`src/rtl/riscv_defines.sv`:
```
// Shared RISC-V constants and the fetch buffer entry layout.
package riscv_defines;

   localparam int unsigned XLEN = 32;
   localparam int unsigned ILEN = 32;

   localparam logic [XLEN-1:0] RESET_PC_DEFAULT = 32'h0000_0000;
   localparam logic [ILEN-1:0] INST_NOP         = 32'h0000_0013;

   typedef struct packed {
      logic [XLEN-1:0] pc;
      logic [ILEN-1:0] inst;
   } fetch_entry_t;

endpackage

```
`src/rtl/ifetch_fifo.sv`:
```
// Prefetch buffer: DEPTH entries of {pc, inst}, with push, pop, flush and occupancy count.
module ifetch_fifo
   import riscv_defines::*;
#(
   parameter int unsigned DEPTH = 2,
   localparam int unsigned PTR_W = $clog2(DEPTH),
   localparam int unsigned CNT_W = $clog2(DEPTH + 1)
) (
   input  logic               clk,
   input  logic               rst,
   input  logic               flush,
   input  logic               push,
   input  fetch_entry_t       push_data,
   input  logic               pop,
   output logic [CNT_W-1:0]   count,
   output fetch_entry_t       head
);

   fetch_entry_t           mem_q [DEPTH];
   logic [PTR_W-1:0]       head_q, tail_q;
   logic [CNT_W-1:0]       count_q;

   // DEPTH is a power of two, so pointers wrap naturally at their width.
   always_ff @(posedge clk or negedge rst) begin
      if (!rst) begin
         head_q  <= '0;
         tail_q  <= '0;
         count_q <= '0;
      end else if (flush) begin
         head_q  <= '0;
         tail_q  <= '0;
         count_q <= '0;
      end else begin
         if (push) tail_q <= tail_q + PTR_W'(1);
         if (pop)  head_q <= head_q + PTR_W'(1);
         count_q <= count_q + CNT_W'(push) - CNT_W'(pop);
      end
   end

   always_ff @(posedge clk) begin
      if (push && !flush) mem_q[tail_q] <= push_data;
   end

   assign count = count_q;
   assign head  = mem_q[head_q];

endmodule

```
`src/rtl/ifetch_unit.sv`:
```
// Instruction fetch: PC sequencing and redirect in front of a small prefetch buffer.
module ifetch_unit
   import riscv_defines::*;
#(
   parameter logic [XLEN-1:0] RESET_PC = RESET_PC_DEFAULT,
   parameter int unsigned     DEPTH    = 2
) (
   input  logic            clk,
   input  logic            rst,
   output logic [XLEN-1:0] rom_addr_o,
   input  logic [ILEN-1:0] rom_inst_i,
   input  logic            jump_en_i,
   input  logic [XLEN-1:0] jump_addr_i,
   output logic            inst_valid_o,
   input  logic            inst_ready_i,
   output logic [ILEN-1:0] inst_o,
   output logic [XLEN-1:0] inst_addr_o
);

   localparam int unsigned CNT_W = $clog2(DEPTH + 1);

   logic [XLEN-1:0]  pc_q, pc_d;
   logic [CNT_W-1:0] count;
   logic             push, pop;
   fetch_entry_t     push_data, head;
   logic             unused_jump_lsb;

   assign unused_jump_lsb = ^jump_addr_i[1:0];

   always_comb begin
      pop       = inst_valid_o & inst_ready_i & ~jump_en_i;
      // Full buffer still accepts a push when the head leaves in the same cycle.
      push      = ~jump_en_i & ((count < CNT_W'(DEPTH)) | pop);
      push_data = '{pc: pc_q, inst: rom_inst_i};
   end

   always_comb begin
      pc_d = pc_q;
      if (jump_en_i) begin
         pc_d = {jump_addr_i[XLEN-1:2], 2'b00};
      end else if (push) begin
         pc_d = pc_q + 32'd4;
      end
   end

   always_ff @(posedge clk or negedge rst) begin
      if (!rst) begin
         pc_q <= RESET_PC;
      end else begin
         pc_q <= pc_d;
      end
   end

   ifetch_fifo #(
      .DEPTH (DEPTH)
   ) u_fifo (
      .clk       (clk),
      .rst       (rst),
      .flush     (jump_en_i),
      .push      (push),
      .push_data (push_data),
      .pop       (pop),
      .count     (count),
      .head      (head)
   );

   always_comb begin
      rom_addr_o   = pc_q;
      inst_valid_o = (count != '0);
      inst_o       = inst_valid_o ? head.inst : INST_NOP;
      inst_addr_o  = inst_valid_o ? head.pc   : '0;
   end

endmodule

```
`config.mk`:
```
export PLATFORM = sky130hd
export DESIGN_NAME = ifetch_unit
export DESIGN_NICKNAME = d
export VERILOG_FILES = /design/src/rtl/riscv_defines.sv /design/src/rtl/ifetch_fifo.sv /design/src/rtl/ifetch_unit.sv
export SDC_FILE = /design/constraint.sdc
export NUM_CORES = 1
export LEC_CHECK = 0
export CAP_MARGIN = 25
export CORE_ASPECT_RATIO = 2
export CORE_MARGIN = 4
export CORE_UTILIZATION = 53
export CTS_CLUSTER_DIAMETER = 200
export DETAILED_ROUTE_END_ITERATION = 16
export PLACE_DENSITY = 0.85
export SETUP_SLACK_MARGIN = 0.15
export SLEW_MARGIN = 20
export SYNTH_ARGS = -nofsm -noshare
export SYNTH_HDL_FRONTEND = slang
export SYNTH_SLANG_ARGS = --single-unit
```
`constraint.sdc`:
```
create_clock -name clk -period 8.9 [get_ports clk]
set_clock_uncertainty 0.05 [all_clocks]
set_input_delay 1.78 -clock clk [delete_from_list [all_inputs] [get_ports clk]]
set_output_delay 1.78 -clock clk [all_outputs]
set_load 0.05 [all_outputs]
```
## After elaboration in Yosys (flattened, before gate mapping)

Memory sizes are Yosys's and may differ from the RTL's.
Cells that the tools add are included.

| storage, ports and cells | value |
|---|---|
| bits in registers | 36 |
| memory bits (writable) | 128 |
| output and inout bits | 97 |
| input bits | 68 |
| ROM bits | 0 |
| memories kept | 1 |
| bits in latches | 0 |

| cells by class | value |
|---|---|
| $add $sub $neg | 5 |
| mux-type cells | 11 |
| bitwise operators | 5 |
| $mul | 0 |
| eq/ne operators | 0 |
| magnitude comparators | 1 |
| div/mod/pow operators | 0 |
| shift-type cells | 0 |
| reduce and logical (&&, ||, !) cells | 5 |

Memories:

| name | words | bits a word | rd ports | clocked after memory_dff | write ports | line | text |
|---|---|---|---|---|---|---|---|
| u_fifo.mem_q | 2 | 64 | 1 | 0 | 1 | ifetch_fifo.sv:19 | `fetch_entry_t mem_q [DEPTH];` |

Operators with widths:

| cell | count |
|---|---|
| $mux W32 | 4 |
| $add A32 B3 Y32 const B | 1 |
| $mux W1 | 6 |
| $reduce_bool A2 Y1 | 3 |
| $and A1 B1 Y1 | 3 |
| $add A1 B1 Y1 const B | 2 |
| $add A2 B1 Y2 | 1 |
| $lt A2 B2 Y1 const B | 1 |
| $mux W2 | 1 |
| $sub A2 B1 Y2 | 1 |
| $logic_and A1 B1 Y1 | 1 |
| $logic_not A1 Y1 | 1 |
| $not A1 Y1 | 1 |
| $or A1 B1 Y1 | 1 |

## Longest topological paths before layout

Gate-level depths: netlist of the first run.

| depth | value |
|---|---|
| word-level depth | 8 |
| depth in mapped cells | 11 |

## By module

From an unflattened synthesis of the first run, not the netlist that was laid out.

| second synthesis, totals | value |
|---|---|
| cells, all modules | 510 |
| area, all modules | 7,330.8 um^2 |

By module, submodules not included:

| module | times used | area each (um^2) | cells each | sequential area each (um^2) |
|---|---|---|---|---|
| ifetch_fifo | 1 | 5,027.3 | 216 | 3,943.8 |
| ifetch_unit | 1 | 2,303.5 | 294 | 750.7 |

## Worst setup path after synthesis of the first run

No wires, ideal clock.

| timing path | value |
|---|---|
| path type | input -> register |
| start | input port jump_en_i |
| end | memory u_fifo.mem_q[0][0] (netlist name), enable pin |
| stages | 4 |
| data arrival time | 6.651 ns |
| path slack | 1.641 ns |
| buffers on the path | 3 |
| cell sequence | clkbuf_1 buf_1 buf_1 nor3_1 |

| on the way | value |
|---|---|
| word-level cells in the longest chain between the ends | 7 |
| elaborated cells between the ends (all ways) | 8 |
| those cells by class | mux: 2; bitwise: 4; reduce/logical: 2 |

Ends and longest elaborated chain:

| element | line | text |
|---|---|---|
| start, declared | ifetch_unit.sv:12 | `input logic jump_en_i,` |
| $not A1 Y1 | ifetch_unit.sv:31, ifetch_unit.sv:33 |  |
| $and A1 B1 Y1 | ifetch_unit.sv:31 | `pop = inst_valid_o & inst_ready_i & ~jump_en_i;` |
| $or A1 B1 Y1 | ifetch_unit.sv:33 | `push = ~jump_en_i & ((count < CNT_W'(DEPTH)) \| pop);` |
| $and A1 B1 Y1 | ifetch_unit.sv:33 |  |
| $logic_and A1 B1 Y1 (*) | ifetch_fifo.sv:41 | `if (push && !flush) mem_q[tail_q] <= push_data;` |
| $mux W1 (*) | ifetch_fifo.sv:41 |  |
| $mux W1 (implied by the code) (*) | ifetch_fifo.sv:41 |  |
| end, declared | ifetch_fifo.sv:19 |  |

Mark *: on every way between the ends. The rest lies on a longest branch, timed or not.

## Final worst setup path of the first run

| timing path | value |
|---|---|
| start | register u_fifo.count_q[1], in the netlist u_fifo.count[1] |
| end | output port inst_o[0] |

| on the way | value |
|---|---|
| word-level cells in the longest chain between the ends | 2 |

Ends and longest elaborated chain:

| element | line | text |
|---|---|---|
| start, declared | ifetch_fifo.sv:21 | `logic [CNT_W-1:0] count_q;` |
| start signal, assigned | ifetch_fifo.sv:36 | `count_q <= count_q + CNT_W'(push) - CNT_W'(pop);` |
| $reduce_bool A2 Y1 | ifetch_unit.sv:69 | `inst_valid_o = (count != '0);` |
| $mux W32 | ifetch_unit.sv:70 | `inst_o = inst_valid_o ? head.inst : INST_NOP;` |
| end, declared | ifetch_unit.sv:16 | `output logic [ILEN-1:0] inst_o,` |

Every way passes these cells.

==> results of run 1 <==
==> cell usage in the layout, fill, tap and decap left out, types with 2 or more instances in the layout <==
master	netlist	final
sky130_fd_sc_hd__nand4_1	7	7
sky130_fd_sc_hd__nor2b_1	3	3
sky130_fd_sc_hd__a311o_1	2	2
sky130_fd_sc_hd__buf_4	5	5
sky130_fd_sc_hd__xnor2_1	10	10
sky130_fd_sc_hd__nand2b_1	2	2
sky130_fd_sc_hd__bufinv_16	0	3
sky130_fd_sc_hd__o21ai_0	13	13
sky130_fd_sc_hd__nor2_1	82	81
sky130_fd_sc_hd__a31oi_1	13	13
sky130_fd_sc_hd__a21oi_1	2	2
sky130_fd_sc_hd__clkdlybuf4s50_1	0	158
sky130_fd_sc_hd__o31a_1	2	2
sky130_fd_sc_hd__nand3_1	15	15
sky130_fd_sc_hd__mux2i_1	63	63
sky130_fd_sc_hd__clkbuf_16	0	17
sky130_fd_sc_hd__nor4_1	2	2
sky130_fd_sc_hd__edfxtp_1	124	124
sky130_fd_sc_hd__a211oi_1	3	3
sky130_fd_sc_hd__clkinvlp_4	0	4
sky130_fd_sc_hd__o31ai_1	11	11
sky130_fd_sc_hd__xor2_1	3	3
sky130_fd_sc_hd__nand2_1	28	28
sky130_fd_sc_hd__nor3_1	3	2
sky130_fd_sc_hd__dfrtp_1	34	33
sky130_fd_sc_hd__or3_1	3	3
sky130_fd_sc_hd__clkbuf_1	15	2
sky130_fd_sc_hd__or4_1	13	13
sky130_fd_sc_hd__and4_1	3	3
sky130_fd_sc_hd__inv_6	0	3
sky130_fd_sc_hd__and3_1	4	4
sky130_fd_sc_hd__inv_1	10	10
sky130_fd_sc_hd__conb_1	1	4
sky130_fd_sc_hd__ha_1	3	3
==> per-stage QoR <==
| step | cells | setup slack [ns] | power (W) |
|---|---|---|---|
| floorplan | 511 | 1.64 | 0.00189 |
| CTS | 823 | 4.15 | 0.00306 |
| finish | 824 | 4.21 | 0.00304 |
| detailed placement | 791 | 4.59 | 0.00233 |
| global route | 824 | 4.04 | 0.00316 |
| global placement | 791 | 4.60 | 0.00230 |
==> critical path: cells and delay by family (launching register included) <==
family | cells | cell delay (ns)
and+or+nand+nor | 2 | 0.28
buffers and inverters | 3 | 1.62
DFF | 1 | 0.55
==> cells by family (layout without fill, tap and decap cells) <==
logic type               after synthesis  count (layout)  share of synthesized area (%)
buffers and inverters                 43             206                           2.86
adder cells (fa/ha/maj)                3               3                          0.553
multiplexers                          63              63                           9.30
AO/OA/AOI/OAI                         54              54                           5.74
flip-flops                           158             158                           67.4
AND/OR/NAND/NOR                      173             173                           12.4
other                                  1               4                         0.0553
XOR/XNOR                              13              13                           1.68
==> sequential cells by signal, summed over array words and instances, names as in the netlist <==
signal	count
u_fifo.tail_q	1
u_fifo.mem_q	124
u_fifo.head_q	1
rom_addr_o	30
u_fifo.count	2
==> routing by layer <==
metal / up-vias / global-route usage, % / routed length, um
met3: 38 / 4.85 / 896
met1: 2289 / 23.0 / 5300
li1: 2188 / - / -
met2: 206 / 37.9 / 8650
met5: - / 0 / 0
met4: 0 / 9.75 / 514
==> power by group <==
part,switching [W],total [W],leakage (nW),internal (W)
logic,0.000876,0.00129,1.31,0.000419
clock network,0.000280,0.000732,0.284,0.000451
registers,0.0000834,0.00101,1.56,0.000929
total,0.00124,0.00304,3.15,0.00180
==> final cells by class <==
class	instances	area (sq um)
inverter	10	37.5
multi-input combinational	310	2040
timing repair buffer	164	1650
clock buffer	20	447
tap	150	188
sequential	158	4580
clock inverter	12	160
fill	840	3460
==> how the worst min path moves through the flow <==
stage / start / end / slack [ns] / cells after the start
after floorplan: u_fifo.tail_q$_DFFE_PN0P_ / u_fifo.tail_q$_DFFE_PN0P_ / 0.47 / 2
after global placement: rom_addr_o[3]$_DFFE_PN0P_ / u_fifo.mem_q[0][35]$_DFFE_PP_ / 0.48 / 0
after detailed placement: rom_addr_o[3]$_DFFE_PN0P_ / u_fifo.mem_q[0][35]$_DFFE_PP_ / 0.51 / 0
after CTS: rom_addr_o[3]$_DFFE_PN0P_ / u_fifo.mem_q[1][35]$_DFFE_PP_ / 0.52 / 0
after global routing: rom_addr_o[17]$_DFFE_PN0P_ / u_fifo.mem_q[0][49]$_DFFE_PP_ / 0.56 / 0
final: rom_addr_o[21]$_DFFE_PN0P_ / u_fifo.mem_q[1][53]$_DFFE_PP_ / 0.53 / 0
==> qor.json, run 1 <==
{
  "outcome": "complete, no violations",
  "rel_slew_slack_pct": 42.9,
  "min-delay-path-class": "flip-flop to flip-flop",
  "clk_path_buf_depth": 2,
  "synth_cells": 508,
  "timing.critical_path.to_type": "output pin",
  "ys_types": 47,
  "critical_path.slowest_cell": "sky130_fd_sc_hd__clkdlybuf4s50_1",
  "floorplan.die.width_um": 88.0,
  "port_buffers": 158,
  "antenna-diode-count": 0,
  "synth-edff-count": 124,
  "clkTransAtPathRegs_ns": 0.06,
  "timing.rr.end": "u_fifo.count[1]$_DFF_PN0_",
  "report.final.hold_viol_count": 0,
  "worst-endpoint-required_ns": 7.07,
  "antenna_violations_before_repair": 0,
  "floorplan.rows": 58,
  "design.core.area_sq_mm": 0.0126,
  "setup_tns_ns": 0,
  "timing.final.setup_violations": 0,
  "initialDrtViolationCount": 224,
  "unrepaired_setup_endpoints_after_global_routing": "false",
  "setup.worst_path.start_class": "flip-flop",
  "synth-seq-area-share_pct": 67.4,
  "finalCoreUtilization_pct": 72.5,
  "initial_standard_cell_utilization_of_the_core_pct": 54.0,
  "timing.setup.critical_path_class": "flip-flop to output pin",
  "first_global_vias": 4867,
  "cell_chain_of_the_critical_path": "nor2_4, buf_4, inv_1, nand2_1, clkdlybuf4s50_1",
  "reg2reg_slack_ns": 6.07,
  "insertion_delay_ns": 0.41,
  "design_area_sq_mm": 0.00910,
  "globalRouteOverflowTotal": 0,
  "finalHoldWorstSlack_ns": 0.530,
  "maximum_number_of_pins_on_one_net_before_global_route_repair": 64,
  "place_congestion": 0.856,
  "critical_path_peak_fanout": 60,
  "max_slew.worst_pin.slew_ns": 0.849,
  "track_usage_pct": 21.2,
  "ant_nets": 0,
  "die_area_sq_mm": 0.0148,
  "dp_hpwl_um": 10400,
  "drt-wirelength-per-cell_um": 18.6,
  "clock_sink_count": 158,
  "timing.final.max_slew_violations": 0,
  "cp_slowest_stage_delay_ns": 0.81,
  "die_y_um": 168,
  "drive_gt1_share_pct": 6.68,
  "syn_area_sq_mm": 0.00678,
  "cts.htree.levels": 4,
  "yosys_warnings": 0,
  "cts.repair.resized": 0,
  "drt_first_pass_iters": 5,
  "yosys.area.top_type_share_pct": 54.9,
  "placedInstanceArea_sq_mm": 0.00846,
  "power_per_unit_of_standard_cell_area_mw_per_mm2": 334,
  "cp.arrival_ns": 2.86,
  "dominantRegCellSynth": "sky130_fd_sc_hd__edfxtp_1",
  "power.leakage_nw": 3.15,
  "grt_first_pass_wirelength_um": 24000,
  "tritoncts": "yes",
  "route.detailed.drc": 0,
  "synthesis.area_per_instance_sq_um": 13.4,
  "maximum_operating_frequency_mhz": 213,
  "yosys_register_bits": 158,
  "timing.max_cap.violations": 0,
  "synth.most_common_cell": "sky130_fd_sc_hd__edfxtp_1",
  "critical_path.startpoint": "u_fifo.count[1]$_DFF_PN0_",
  "synth_commonest_cells": "sky130_fd_sc_hd__edfxtp_1 (124), sky130_fd_sc_hd__nor2_1 (82), sky130_fd_sc_hd__mux2i_1 (63)",
  "worstRegToRegCells": 11,
  "irDropWorstVdd_mv": 0.236,
  "synth_top_cell_by_area": "sky130_fd_sc_hd__edfxtp_1",
  "area_delta_synth_final_pct": 34.1,
  "synthTopCellsByArea": "sky130_fd_sc_hd__edfxtp_1 (55%), sky130_fd_sc_hd__dfrtp_1 (13%), sky130_fd_sc_hd__mux2i_1 (9.3%), sky130_fd_sc_hd__nor2_1 (4.5%), sky130_fd_sc_hd__nand2_1 (1.5%)",
  "worst_setup_path_endpoint": "inst_o[0]",
  "cts-hold-fix-buffers": 0,
  "design.final.nets": 732,
  "root_buffer": "sky130_fd_sc_hd__clkbuf_16",
  "async_reset_ff_share_pct": 21.5,
  "via_per_inst": 5.73,
  "wl_um": 15400,
  "detailroute.via_count": 4721,
  "fin_crit_sh_pct": 52.7,
  "io_pins": 165,
  "cts_buffers": 17,
  "post-route-min-period_ns": 4.69,
  "post-cts-setup-buffer-count": 0,
  "critical_path.reg2reg.startpoint": "u_fifo.count[1]$_DFF_PN0_"
}
Note: power is estimated with default switching activity, not from simulation.
==> run 2: changes to the inputs <==
CORE_UTILIZATION = 50   (was 53)
PLACE_DENSITY = 0.81   (was 0.85)
clock period = 4.4 ns   (was 8.9 ns; I/O delays follow)
==> run 2 against run 1 <==
Against the previous run:
- global-route usage decreased by 0.65 points
- die area grew 5.6%
- highest routed layer unchanged
- clock power grew 120%
- first-iteration DRC count increased by 4.9%
- non-clock buffer count increased by 2
- hold slack better by 0.0063 ns
==> qor.json, run 2 (synthesis gave the netlist of run 1 again) <==
{
  "rel_slew_slack": {"value": 45.3, "unit": "%", "change": "was 42.9%"},
  "timing.max_cap.violations": {"value": 0, "change": "unchanged"},
  "detailroute.via_count": {"value": 4656, "change": "was 4721"},
  "largest-register": {"value": "u_fifo.mem_q", "change": "unchanged"},
  "report.final.hold_viol_count": {"value": 0, "change": "unchanged"},
  "design_area": {"value": 0.00916, "unit": "sq mm", "change": "was 0.00910 sq mm"},
  "initialDrtViolationCount": {"value": 235, "change": "was 224"},
  "root_buffer": {"value": "sky130_fd_sc_hd__clkbuf_16", "change": "unchanged"},
  "design.final.nets": {"value": 734, "change": "was 732"},
  "die_y": {"value": 173, "unit": "um", "change": "was 168 um"},
  "timing.final.setup_violations": {"value": 0, "change": "unchanged"},
  "via_per_inst": {"value": 5.60, "change": "was 5.73"},
  "unrepaired_setup_endpoints_after_global_routing": {"value": "false", "change": "unchanged"},
  "io_pins": {"value": 165, "change": "unchanged"},
  "outcome": {"value": "complete, no violations", "change": "unchanged"},
  "floorplan.die.width": {"value": 90.4, "unit": "um", "change": "was 88.0 um"},
  "wl": {"value": 15700, "unit": "um", "change": "was 15400 um"},
  "dp_hpwl": {"value": 10900, "unit": "um", "change": "was 10400 um"},
  "setup_tns": {"value": 0, "unit": "ns", "change": "unchanged"},
  "tritoncts": {"value": "yes", "change": "unchanged"},
  "track_usage": {"value": 20.6, "unit": "%", "change": "was 21.2%"},
  "antenna-diode-count": {"value": 0, "change": "unchanged"},
  "floorplan.rows": {"value": 60, "change": "was 58"},
  "ant_nets": {"value": 0, "change": "unchanged"},
  "insertion_delay": {"value": 0.41, "unit": "ns", "change": "about the same"},
  "timing.rr.end": {"value": "rom_addr_o[20]$_DFFE_PN0P_", "change": "was u_fifo.count[1]$_DFF_PN0_"},
  "clkTransAtPathRegs": {"value": 0.06, "unit": "ns", "change": "about the same"},
  "max_slew.worst_pin.slew": {"value": 0.820, "unit": "ns", "change": "was 0.849 ns"},
  "fin_crit_sh_pct": 83.9,
  "largest_reg_flops": {"value": 124, "change": "unchanged"},
  "post-route-min-period_ns": 3.69,
  "reg2reg_slack": {"value": 1.80, "unit": "ns", "change": "was 6.07 ns"},
  "irDropWorstVdd": {"value": 0.449, "unit": "mV", "change": "was 0.236 mV"},
  "die_area": {"value": 0.0156, "unit": "sq mm", "change": "was 0.0148 sq mm"},
  "cts.htree.levels": {"value": 4, "change": "unchanged"},
  "critical_path_peak_fanout": {"value": 39, "change": "was 60"},
  "finalCoreUtilization": {"value": 68.6, "unit": "%", "change": "was 72.5%"},
  "route.detailed.drc": {"value": 0, "change": "unchanged"},
  "timing.final.max_slew_violations": {"value": 0, "change": "unchanged"},
  "worst-endpoint-required": {"value": 3.47, "unit": "ns", "change": "was 7.07 ns"},
  "first_global_vias": {"value": 4792, "change": "was 4867"},
  "finalHoldWorstSlack": {"value": 0.536, "unit": "ns", "change": "was 0.530 ns"},
  "power_per_unit_of_standard_cell_area": {"value": 683, "unit": "mW/mm^2", "change": "was 334 mW/mm^2"},
  "setup.worst_path.start_class": {"value": "flip-flop", "change": "unchanged"},
  "place_congestion": {"value": 0.830, "change": "was 0.856"},
  "area_delta_synth_final": {"value": 35.1, "unit": "%", "change": "was 34.1%"},
  "min-delay-path-class": {"value": "flip-flop to flip-flop", "change": "unchanged"},
  "drt_first_pass_iters": {"value": 5, "change": "unchanged"},
  "pre_cts_slack": {"value": 1.09, "unit": "ns", "change": "was 4.59 ns"},
  "worstHoldPathCells": {"value": 0, "change": "unchanged"},
  "timing.setup.critical_path_class": {"value": "flip-flop to output pin", "change": "unchanged"},
  "cp.arrival": {"value": 2.76, "unit": "ns", "change": "was 2.86 ns"},
  "port_buffers": {"value": 158, "change": "unchanged"},
  "timing.critical_path.to_type": {"value": "output pin", "change": "unchanged"},
  "mostFrequentLayoutCell": {"value": "sky130_fd_sc_hd__clkdlybuf4s50_1", "change": "unchanged"},
  "design.core.area": {"value": 0.0134, "unit": "sq mm", "change": "was 0.0126 sq mm"},
  "critical_path.reg2reg.startpoint": {"value": "rom_addr_o[10]$_DFFE_PN0P_", "change": "was u_fifo.count[1]$_DFF_PN0_"},
  "maximum_number_of_pins_on_one_net_before_global_route_repair": {"value": 63, "change": "was 64"},
  "grt_first_pass_wirelength": {"value": 25100, "unit": "um", "change": "was 24000 um"},
  "clock_sink_count": {"value": 158, "change": "unchanged"},
  "worstRegToRegCells": {"value": 4, "change": "was 11"},
  "drive_gt1_share": {"value": 6.80, "unit": "%", "change": "was 6.68%"},
  "maximum_operating_frequency_mhz": 271,
  "initial_standard_cell_utilization_of_the_core": {"value": 50.8, "unit": "%", "change": "was 54.0%"},
  "antenna_violations_before_repair": {"value": 0, "change": "unchanged"},
  "postLayoutSetupSlackWorst": {"value": 0.711, "unit": "ns", "change": "was 4.21 ns"},
  "cts-hold-fix-buffers": {"value": 0, "change": "unchanged"},
  "layout.cells.most_common_list": {"value": "sky130_fd_sc_hd__clkdlybuf4s50_1 (158), sky130_fd_sc_hd__edfxtp_1 (124), sky130_fd_sc_hd__nor2_1 (81)", "change": "unchanged"},
  "drt-wirelength-per-cell": {"value": 18.9, "unit": "um", "change": "was 18.6 um"},
  "post-cts-setup-buffer-count": {"value": 0, "change": "unchanged"},
  "clk_path_buf_depth": {"value": 2, "change": "unchanged"},
  "cts.repair.resized": {"value": 0, "change": "unchanged"},
  "power.leakage": {"value": 3.18, "unit": "nW", "change": "was 3.15 nW"},
  "globalRouteOverflowTotal": {"value": 0, "change": "unchanged"},
  "placedInstanceArea": {"value": 0.00852, "unit": "sq mm", "change": "was 0.00846 sq mm"},
  "cts_buffers": {"value": 17, "change": "unchanged"},
  "min_from": {"value": "rom_addr_o[21]$_DFFE_PN0P_", "change": "unchanged"},
  "hold-path-endpoint": {"value": "u_fifo.mem_q[0][53]$_DFFE_PP_", "change": "was u_fifo.mem_q[1][53]$_DFFE_PP_"}
}
## run 2: metal layers
layer  routed length [um]  share of wire, %  global-route usage (%)  vias to the layer above
li1                     -                 -                       -                     2189
met1                 5610                36                    22.3                     2260
met2                 8930                57                    38.3                      176
met3                  648               4.1                    3.18                       31
met4                  504               3.2                    10.1                        0
met5                    0                 0                       0                        -
## run 2: through the flow
step / std cells / power, W
6_report: 831 / 0.00626
5_1_grt: 831 / 0.00650
4_1_cts: 831 / 0.00631
3_5_place_dp: 799 / 0.00472
3_3_place_gp: 798 / 0.00466
2_1_floorplan: 511 / 0.00381
## run 2: critical path, cell delays in order, from the launching register on
cell and delay [ns]:
sky130_fd_sc_hd__dfrtp_4 0.87, sky130_fd_sc_hd__buf_4 0.38, sky130_fd_sc_hd__mux2i_1 0.11, sky130_fd_sc_hd__nor2_1 0.14
sky130_fd_sc_hd__clkdlybuf4s50_1 0.84
## run 2: how the worst max path moves through the flow
| stage | from | endpoint | slack [ns] | depth (start not counted) |
|---|---|---|---|---|
| finish | u_fifo.head_q$_DFFE_PN0P_ | inst_addr_o[6] | 0.71 | 4 |
| global route | u_fifo.head_q$_DFFE_PN0P_ | inst_addr_o[6] | 0.62 | 4 |
| CTS | u_fifo.head_q$_DFFE_PN0P_ | inst_addr_o[6] | 0.68 | 4 |
| detailed placement | jump_en_i | u_fifo.count[1]$_DFF_PN0_ | 1.09 | 9 |
| global placement | u_fifo.head_q$_DFFE_PN0P_ | inst_addr_o[6] | 1.15 | 4 |
| floorplan | jump_en_i | u_fifo.mem_q[0][0]$_DFFE_PP_ | 0.87 | 4 |
## run 2: layout make-up
class | count | area, sq um
tap | 155 | 194
timing repair buffer | 166 | 1660
inverter | 10 | 37.5
clock inverter | 12 | 208
clock buffer | 20 | 437
fill | 990 | 4200
sequential | 158 | 4580
multi-input combinational | 310 | 2050
## run 2: report_power, final
part           total (W)  internal [W]  leakage (nW)  switching, W
Sequential       0.00208       0.00188          1.56      0.000205
Clock            0.00158       0.00101         0.302      0.000568
Combinational    0.00259      0.000846          1.32       0.00175
==> run 3: changes to the inputs <==
clock period = 3.7 ns   (was 4.4 ns; I/O delays follow)
==> run 3 against run 2 <==
Against the previous run:
- clock-buffer cell count is the same
- combinational power grew 21%
- critical path depth unchanged
- first-iteration DRC count down 14%
- core utilization rose by 0.39 points
- global-route usage increased by 0.12 points
- clock power increased by 23%
- highest routed layer unchanged
- die area stayed put
- sequential power is 18% higher
- sequential share of layout area decreased by 0.29 points
- cell count unchanged
- non-clock buffer count stayed put
==> qor.json, run 3 (synthesis gave the netlist of run 1 again) <==
{
  "timing.setup.critical_path_class": {"value": "flip-flop to output pin", "change": "unchanged"},
  "port_buffers": {"value": 158, "change": "unchanged"},
  "tritoncts": {"value": "yes", "change": "unchanged"},
  "largest_reg_flops": {"value": 124, "change": "unchanged"},
  "power.leakage": {"value": 3.20, "unit": "nW", "change": "was 3.18 nW"},
  "dp_hpwl": {"value": 10900, "unit": "um", "change": "about the same"},
  "timing.max_cap.violations": {"value": 0, "change": "unchanged"},
  "detailroute.via_count": {"value": 4681, "change": "was 4656"},
  "antenna-diode-count": {"value": 0, "change": "unchanged"},
  "layout.cells.most_common_list": {"value": "sky130_fd_sc_hd__clkdlybuf4s50_1 (158), sky130_fd_sc_hd__edfxtp_1 (124), sky130_fd_sc_hd__nor2_1 (81)", "change": "unchanged"},
  "via_per_inst": {"value": 5.63, "change": "was 5.60"},
  "power_per_unit_of_standard_cell_area": {"value": 818, "unit": "mW/mm^2", "change": "was 683 mW/mm^2"},
  "track_usage": {"value": 20.7, "unit": "%", "change": "was 20.6%"},
  "design.core.area": {"value": 0.0134, "unit": "sq mm", "change": "unchanged"},
  "timing.final.setup_violations": {"value": 0, "change": "unchanged"},
  "clk_path_buf_depth": {"value": 2, "change": "unchanged"},
  "area.sequential": {"value": 0.00458, "unit": "sq mm", "change": "unchanged"},
  "clkTransAtPathRegs": {"value": 0.06, "unit": "ns", "change": "about the same"},
  "reg2reg_slack": {"value": 1.14, "unit": "ns", "change": "was 1.80 ns"},
  "cell_chain_of_the_critical_path": {"value": "nor2_4, buf_6, nor2_1, clkdlybuf4s50_1", "change": "was buf_4, mux2i_1, nor2_1, clkdlybuf4s50_1"},
  "cp_slowest_stage_delay": {"value": 0.76, "unit": "ns", "change": "was 0.87 ns"},
  "critical_path.slowest_cell": {"value": "sky130_fd_sc_hd__clkdlybuf4s50_1", "change": "was sky130_fd_sc_hd__dfrtp_4"},
  "mostFrequentLayoutCell": {"value": "sky130_fd_sc_hd__clkdlybuf4s50_1", "change": "unchanged"},
  "clock_sink_count": {"value": 158, "change": "unchanged"},
  "initialDrtViolationCount": {"value": 203, "change": "was 235"},
  "drt_first_pass_iters": {"value": 4, "change": "was 5"},
  "cp.arrival": {"value": 2.61, "unit": "ns", "change": "was 2.76 ns"},
  "cts.htree.levels": {"value": 4, "change": "unchanged"},
  "design.final.nets": {"value": 734, "change": "unchanged"},
  "antenna_violations_before_repair": {"value": 0, "change": "unchanged"},
  "die_y": {"value": 173, "unit": "um", "change": "unchanged"},
  "wl": {"value": 15800, "unit": "um", "change": "was 15700 um"},
  "finalHoldWorstSlack": {"value": 0.541, "unit": "ns", "change": "was 0.536 ns"},
  "initial_standard_cell_utilization_of_the_core": {"value": 50.8, "unit": "%", "change": "unchanged"},
  "timing.critical_path.to_type": {"value": "output pin", "change": "unchanged"},
  "rel_slew_slack": {"value": 44.8, "unit": "%", "change": "was 45.3%"},
  "globalRouteOverflowTotal": {"value": 0, "change": "unchanged"},
  "die_area": {"value": 0.0156, "unit": "sq mm", "change": "unchanged"},
  "drive_gt1_share": {"value": 6.80, "unit": "%", "change": "unchanged"},
  "floorplan.rows": {"value": 60, "change": "unchanged"},
  "area_taken_by_multi_input_logic_gates": {"value": 0.00205, "unit": "sq mm", "change": "unchanged"},
  "fillCellCount": {"value": 976, "change": "was 990"},
  "ant_nets": {"value": 0, "change": "unchanged"},
  "maximum_operating_frequency_mhz": 294,
  "largest-register": {"value": "u_fifo.mem_q", "change": "unchanged"},
  "grt_first_pass_wirelength": {"value": 25500, "unit": "um", "change": "was 25100 um"},
  "setup.worst_path.start_class": {"value": "flip-flop", "change": "unchanged"},
  "post-route-min-period_ns": 3.40,
  "io_pins": {"value": 165, "change": "unchanged"},
  "timing.final.max_slew_violations": {"value": 0, "change": "unchanged"},
  "outcome": {"value": "complete, no violations", "change": "unchanged"},
  "report.final.hold_viol_count": {"value": 0, "change": "unchanged"},
  "setup_tns": {"value": 0, "unit": "ns", "change": "unchanged"},
  "critical_path_peak_fanout": {"value": 43, "change": "was 39"},
  "max_slew.worst_pin.slew": {"value": 0.821, "unit": "ns", "change": "was 0.820 ns"},
  "route.detailed.drc": {"value": 0, "change": "unchanged"},
  "root_buffer": {"value": "sky130_fd_sc_hd__clkbuf_16", "change": "unchanged"},
  "place_congestion": {"value": 0.842, "change": "was 0.830"},
  "irDropWorstVdd": {"value": 0.401, "unit": "mV", "change": "was 0.449 mV"},
  "min-delay-path-class": {"value": "primary input to asynchronous set/reset pin", "change": "was flip-flop to flip-flop"},
  "maximum_number_of_pins_on_one_net_before_global_route_repair": {"value": 63, "change": "unchanged"},
  "fin_crit_sh_pct": 91.9,
  "drt-wirelength-per-cell": {"value": 19.0, "unit": "um", "change": "was 18.9 um"},
  "area_delta_synth_final": {"value": 35.8, "unit": "%", "change": "was 35.1%"},
  "worst-endpoint-required": {"value": 2.91, "unit": "ns", "change": "was 3.47 ns"},
  "insertion_delay": {"value": 0.41, "unit": "ns", "change": "about the same"},
  "unrepaired_setup_endpoints_after_global_routing": {"value": "false", "change": "unchanged"},
  "first_global_vias": {"value": 4874, "change": "was 4792"},
  "cts_buffers": {"value": 17, "change": "unchanged"},
  "post-cts-setup-buffer-count": {"value": 0, "change": "unchanged"},
  "floorplan.die.width": {"value": 90.4, "unit": "um", "change": "unchanged"}
}
## run 3: repair_timing
item                                    in CTS  in global routing
pin swaps                                    0                  1
endpoints found under the setup margin      28                  1
resized for setup                            1                  0
hold buffers                                 0                  0
## run 3: critical path, delay by kind of cell (launching register included)
family	cells	cell delay, ns
flip-flops	1	0.56
AND/OR/NAND/NOR	2	0.51
buffers and inverters	2	1.12
## run 3: stage by stage
| stage | total power (W) | setup slack, ns | cell area, sq um | util (%) | instances |
|---|---|---|---|---|---|
| finish | 0.00754 | 0.298 | 9210 | 69.0 | 831 |
| global route | 0.00783 | 0.166 | 9210 | 69.0 | 831 |
| CTS | 0.00760 | 0.211 | 9200 | 68.8 | 830 |
| detailed placement | 0.00563 | 0.569 | 8530 | 63.8 | 798 |
| global placement | 0.00555 | 0.595 | 8530 | 63.8 | 798 |
| floorplan | 0.00453 | 0.305 | 6810 | - | 511 |
## run 3: final cells by class
type,instances,area share [%]
Tap cell,155,2.10
Inverter,10,0.407
Clock inverter,12,2.51
Multi-Input combinational cell,310,22.2
Timing Repair Buffer,166,18.3
Clock buffer,20,4.74
Sequential cell,158,49.7
## run 3: power by group
part           leakage [nW]  switching, W  internal (W)
Sequential             1.56      0.000214       0.00223
Clock                 0.320      0.000675       0.00128
Combinational          1.33       0.00211       0.00103
## run 3: final timing paths
check | cells past startpoint | to | startpoint
min in group clk | 0 | u_fifo.mem_q[1][49]$_DFFE_PP_ | rom_addr_o[17]$_DFFE_PN0P_
hold / removal | 1 | rom_addr_o[9]$_DFFE_PN0P_ | rst
max in group asynchronous | 3 | rom_addr_o[29]$_DFFE_PN0P_ | rst
hold reg to reg | 0 | u_fifo.mem_q[1][49]$_DFFE_PP_ | rom_addr_o[17]$_DFFE_PN0P_
setup reg to reg | 4 | rom_addr_o[20]$_DFFE_PN0P_ | rom_addr_o[11]$_DFFE_PN0P_
setup / recovery | 4 | inst_addr_o[22] | u_fifo.count[1]$_DFF_PN0_
## run 3: routing by layer
layer | track usage (%) | part of all wire, %
met3 | 3.27 | 3.9
met4 | 11.3 | 4.2
met2 | 37.3 | 55
met5 | 0 | 0
met1 | 23.1 | 37
